==> src/rtl/inst_loader.sv <==
// Byte-stream program loader: packs a length-prefixed byte stream into
// 32-bit instruction memory writes and holds the CPU in reset until done.
//
// Ports:
//   clock, reset          rising-edge clock, synchronous active-high reset
//   start                 begin a load session (IDLE, DONE, ERROR only)
//   byte_valid/byte_data  incoming stream byte
//   byte_ready            loader accepts a byte this cycle
//   mem_we/addr/data      registered one-cycle instruction memory write
//   busy, done, error     session status levels
//   cpu_hold              processor reset request, low only in DONE
module inst_loader #(
  parameter int ADDR_WIDTH = 8
) (
  input  logic        clock,
  input  logic        reset,
  input  logic        start,
  input  logic        byte_valid,
  input  logic [7:0]  byte_data,
  output logic        byte_ready,
  output logic        mem_we,
  output logic [31:0] mem_addr,
  output logic [31:0] mem_data,
  output logic        busy,
  output logic        done,
  output logic        error,
  output logic        cpu_hold
);

  typedef enum logic [2:0] {
    IDLE,
    LEN_HI,
    LEN_LO,
    DATA,
    FLUSH,
    DONE,
    ERROR
  } state_t;

  // Status flags: {byte_ready, busy, done, error, cpu_hold}
  localparam logic [4:0] F_IDLE  = 5'b00001;
  localparam logic [4:0] F_LOAD  = 5'b11001;
  localparam logic [4:0] F_FLUSH = 5'b01001;
  localparam logic [4:0] F_DONE  = 5'b00100;
  localparam logic [4:0] F_ERROR = 5'b00011;

  state_t                state;
  logic [7:0]            len_hi;
  logic [15:0]           len;
  logic [ADDR_WIDTH:0]   widx;
  logic [1:0]            bidx;
  logic [23:0]           shift;

  logic        accept;
  logic [15:0] n_word;
  logic        last_word;
  logic        too_long;

  assign accept    = byte_valid & byte_ready;
  assign n_word    = {len_hi, byte_data};
  // len is nonzero whenever DATA is reached, so len-1 never wraps
  assign last_word = (32'(widx) == (32'(len) - 32'd1));
  assign too_long  = (32'(n_word) > (32'd1 << ADDR_WIDTH));

  always_ff @(posedge clock) begin
    if (reset) begin
      state    <= IDLE;
      {byte_ready, busy, done, error, cpu_hold} <= F_IDLE;
      mem_we   <= 1'b0;
      mem_addr <= '0;
      mem_data <= '0;
      len_hi   <= '0;
      len      <= '0;
      widx     <= '0;
      bidx     <= '0;
      shift    <= '0;
    end else begin
      mem_we <= 1'b0;
      unique case (state)
        IDLE, DONE, ERROR: begin
          if (start) begin
            state <= LEN_HI;
            {byte_ready, busy, done, error, cpu_hold} <= F_LOAD;
          end
        end
        LEN_HI: begin
          if (accept) begin
            len_hi <= byte_data;
            state  <= LEN_LO;
          end
        end
        LEN_LO: begin
          if (accept) begin
            len  <= n_word;
            widx <= '0;
            bidx <= '0;
            if (n_word == 16'd0) begin
              state <= DONE;
              {byte_ready, busy, done, error, cpu_hold} <= F_DONE;
            end else if (too_long) begin
              state <= ERROR;
              {byte_ready, busy, done, error, cpu_hold} <= F_ERROR;
            end else begin
              state <= DATA;
            end
          end
        end
        DATA: begin
          if (accept) begin
            shift <= {shift[15:0], byte_data};
            bidx  <= bidx + 2'd1;
            if (bidx == 2'd3) begin
              // First byte lands in [31:24]; the ROM un-flips it
              mem_we   <= 1'b1;
              mem_addr <= 32'({widx[ADDR_WIDTH-1:0], 2'b00});
              mem_data <= {shift, byte_data};
              if (last_word) begin
                state <= FLUSH;
                {byte_ready, busy, done, error, cpu_hold} <= F_FLUSH;
              end else begin
                widx <= widx + 1'b1;
              end
            end
          end
        end
        FLUSH: begin
          state <= DONE;
          {byte_ready, busy, done, error, cpu_hold} <= F_DONE;
        end
        default: begin
          state <= IDLE;
          {byte_ready, busy, done, error, cpu_hold} <= F_IDLE;
        end
      endcase
    end
  end

endmodule
==> config.mk <==
export PLATFORM = sky130hd
export DESIGN_NAME = inst_loader
export DESIGN_NICKNAME = d
export VERILOG_FILES = /design/src/rtl/inst_loader.sv
export SDC_FILE = /design/constraint.sdc
export NUM_CORES = 1
export LEC_CHECK = 0
export BUFFER_PORTS_ARGS = -buffer_cell sky130_fd_sc_hd__buf_2
export CAP_MARGIN = 25
export CORE_ASPECT_RATIO = 2
export CORE_MARGIN = 2
export CORE_UTILIZATION = 55
export CTS_BUF_LIST = sky130_fd_sc_hd__clkbuf_8 sky130_fd_sc_hd__clkbuf_16
export DETAILED_ROUTE_END_ITERATION = 10
export HOLD_SLACK_MARGIN = 0.05
export MAX_ROUTING_LAYER = met4
export PLACE_DENSITY = 0.78
export SYNTH_ARGS = -nofsm -noshare
export SYNTH_HDL_FRONTEND = slang
export SYNTH_SLANG_ARGS = --single-unit
==> constraint.sdc <==
create_clock -name clock -period 3.7 [get_ports clock]
set_clock_uncertainty 0.2 [all_clocks]
set_input_delay 0.37 -clock clock [delete_from_list [all_inputs] [get_ports clock]]
set_output_delay 0.37 -clock clock [all_outputs]
set_load 0.02 [all_outputs]
==> results.md <==
* Status: completed
* Worst Path Max Fanout at 8
* Clock tree from TritonCTS: done
* Layout cells sized above 1 at 14.67%
* Worst-path clk slew at 0.07 ns
* Unique masters post-synth at 62
* Critical hold path startpoint: byte_data[3]
* Nets at 671
* Final ANT Viol Nets at 0
* Core Area at 8890 µm²
* GP Congestion at 0.8691
* Postcts setup bufs at 0
* Leading cell type in the layout, fill and taps excluded: nand2_1
* EDFF count, synth at 0
* DRT Pass-1 Iters at 6
* Pin count of the biggest net entering global routing at 71
* Crit end category: flip-flop
* TNS Setup at 0 ns
* Non-Filler Instances at 763
* Area Growth Syn to Fin at 10.37%
* Gr ovfl total at 0
* R2R setup slack at 0.64 ns
* R2r startpoint: len[0]
* Die W at 71.13 µm
* Final hold viol count at 0
* DRC at 0
* Worst Path Arrival at 3.10 ns
* Die area at 9834 µm²
* Drt wl/cell at 15.89 µm
* Synth async-reset ratio at 0%
* DP Cell Count at 747
* Tot GR Track Use at 25.82%
* Worst ir drop on vdd at 0.3622 mV
* Fmax at 0.3268 GHz
* Synth area leaders: dfxtp_1 (44%), nand2_1 (13%), a21oi_1 (9.8%), buf_4 (3.8%), mux2i_1 (2.6%)
* RSZ-0062 raised after global routing: false
* Post-synthesis cell count at 619
* Post-synth top area share at 43.61%
* Final WL at 12130 µm
* Fin crit share at 82.70%
* Reg2reg end: widx[2]
* First-pass GRT wire length at 20000 µm
* Initial core utilization at 55.76%
* Num rows at 49
* Slew HR at 35.61%
* # clock sinks at 108
* Post-layout min period at 3.060 ns
* I/O Buffers at 57
* WP data required at 3.74 ns
* Root Driver: clkbuf_16
* Worst-skew pair later-pin latency at 0.35 ns
* Most frequent cells in the layout: nand2_1 (178), dfxtp_1 (108), a21oi_1 (97)
* Startpoint type of the worst setup path: flip-flop
* Synthesized area per cell at 8.008 µm²
* Max clock buf depth at 2
* Fillers at 791
* Yosys reg bits at 108
* Max H-tree Level at 3
* Max cap viols at 0
* Via Count at 4355
* Ports at 82
* Seq/Total Area, Yosys at 43.61%
* CTS buffer count at 9
* FF-to-FF path depth at 9
* Number of diodes at 0
* Vias in the first global route at 4310
* Worst min-delay path class: input port to flip-flop
* Final setup margin at 0.6401 ns
* Hold path endpoint: shift[3]
* Yosys top cell by area: dfxtp_1
* Pre-CTS WS at 0.7127 ns
* Mapped Area at 4957 µm²
* PostCTS Resize Cnt at 0
* Post-CTS Hold Buffers at 0
* Setup violations, final at 0
* Synthesis warning total at 0
* P_leak at 2.195 nW
* WHS Path Cells at 3
* Die height at 138.3 µm
* Power per standard cell area at 451.9 nW/µm²
* Main synth FF type: dfxtp_1
* Initial antenna violation count at 0
* Slew Viols, Final at 0
* Worst-Margin Slew at 0.9623 ns
* Setup CP Type: flip-flop to flip-flop
* DP Wirelength at 8805 µm
* 1st-iter DRT viols at 276
* Via/cell ratio at 5.708
## state kept, by name (all words and copies together), names as in the netlist, 2 cells and up
| signal | flops |
|---|---|
| widx | 9 |
| bidx | 2 |
| len_hi | 8 |
| shift | 24 |
| len | 16 |
| state | 3 |
| mem_data | 32 |
| mem_addr | 8 |
## report_power, final
group          switching (mW)  internal [mW]  leakage [nW]
clock                   0.434          0.529         0.149
combinational           0.186         0.0949          1.17
sequential             0.0418           1.19         0.871
total                   0.661           1.81          2.19
## worst max-delay path: stages (launching register included)
cell     delay (ns)
dfxtp_1        0.37
inv_1          0.08
ha_1           0.30
nor3b_2        0.30
a21oi_1        0.10
or4b_4         0.57
or4_4          0.47
o21ai_2        0.21
nand2_1        0.11
a31o_1         0.24
## how the worst max path moves through the flow
stage / to / from
after floorplan: widx[2] / len[0]
after global placement: widx[2] / len[0]
after detailed placement: widx[2] / len[0]
after CTS: widx[2] / len[0]
after global routing: widx[2] / len[0]
final: widx[2] / len[0]
## synthesized netlist by cell type (3+ instances only)
cell type,count
a211oi_1,3
a21o_1,3
a21oi_1,97
and3_1,5
buf_4,25
clkbuf_1,32
dfxtp_1,108
ha_1,3
inv_1,6
mux2i_1,13
nand2_1,178
nand3_1,9
nand3b_1,3
nand4_1,8
nor2_1,26
nor2b_1,3
nor3_1,7
o211ai_1,6
o21a_1,3
o21ai_0,4
o21ai_1,5
or3_1,9
or4_1,3
xnor2_1,7
xor2_1,4
## stage by stage
stage | utilization [%] | power (mW) | cell area (µm²) | hold WS [ns]
floorplan | - | 1.474 | 5044 | 0.2321
global placement | 58.17 | 1.520 | 5171 | 0.2382
detailed placement | 58.17 | 1.529 | 5171 | 0.2430
CTS | 61.55 | 2.474 | 5472 | 0.1097
global route | 61.55 | 2.552 | 5472 | 0.1139
finish | 61.55 | 2.472 | 5472 | 0.1120
## layer usage
metal  share of wire, %  GRT usage, %  routed length, µm
met5                  0             -                  0
met4                4.2         13.60                506
met1                 36         25.28               4348
met3                3.2         3.790                391
met2                 57         47.32               6880
## cell families (layout without fill, tap and decap cells)
family / Yosys count / count (layout) / share of synthesized area [%]
DFF: 108 / 108 / 43.61
and+or+nand+nor: 275 / 275 / 26.15
xor gates and xnor gates: 11 / 11 / 1.943
muxes: 13 / 13 / 2.625
other: 1 / 24 / 0.07565
adders and majority gates: 3 / 3 / 0.7573
buffers and inverters: 67 / 86 / 7.320
AOI/OAI and AO/OA: 141 / 141 / 17.52
## layout make-up
type	count	area, µm²	area share [%]
clock inverter	7	75.07	1.372
multi-input combinational	467	2519	46.03
timing repair buffer	64	340.3	6.220
tap	102	127.6	2.332
sequential	108	2162	39.52
inverter	6	22.52	0.4116
clock buffer	9	225.2	4.116
(Power assumes the default switching activity.)
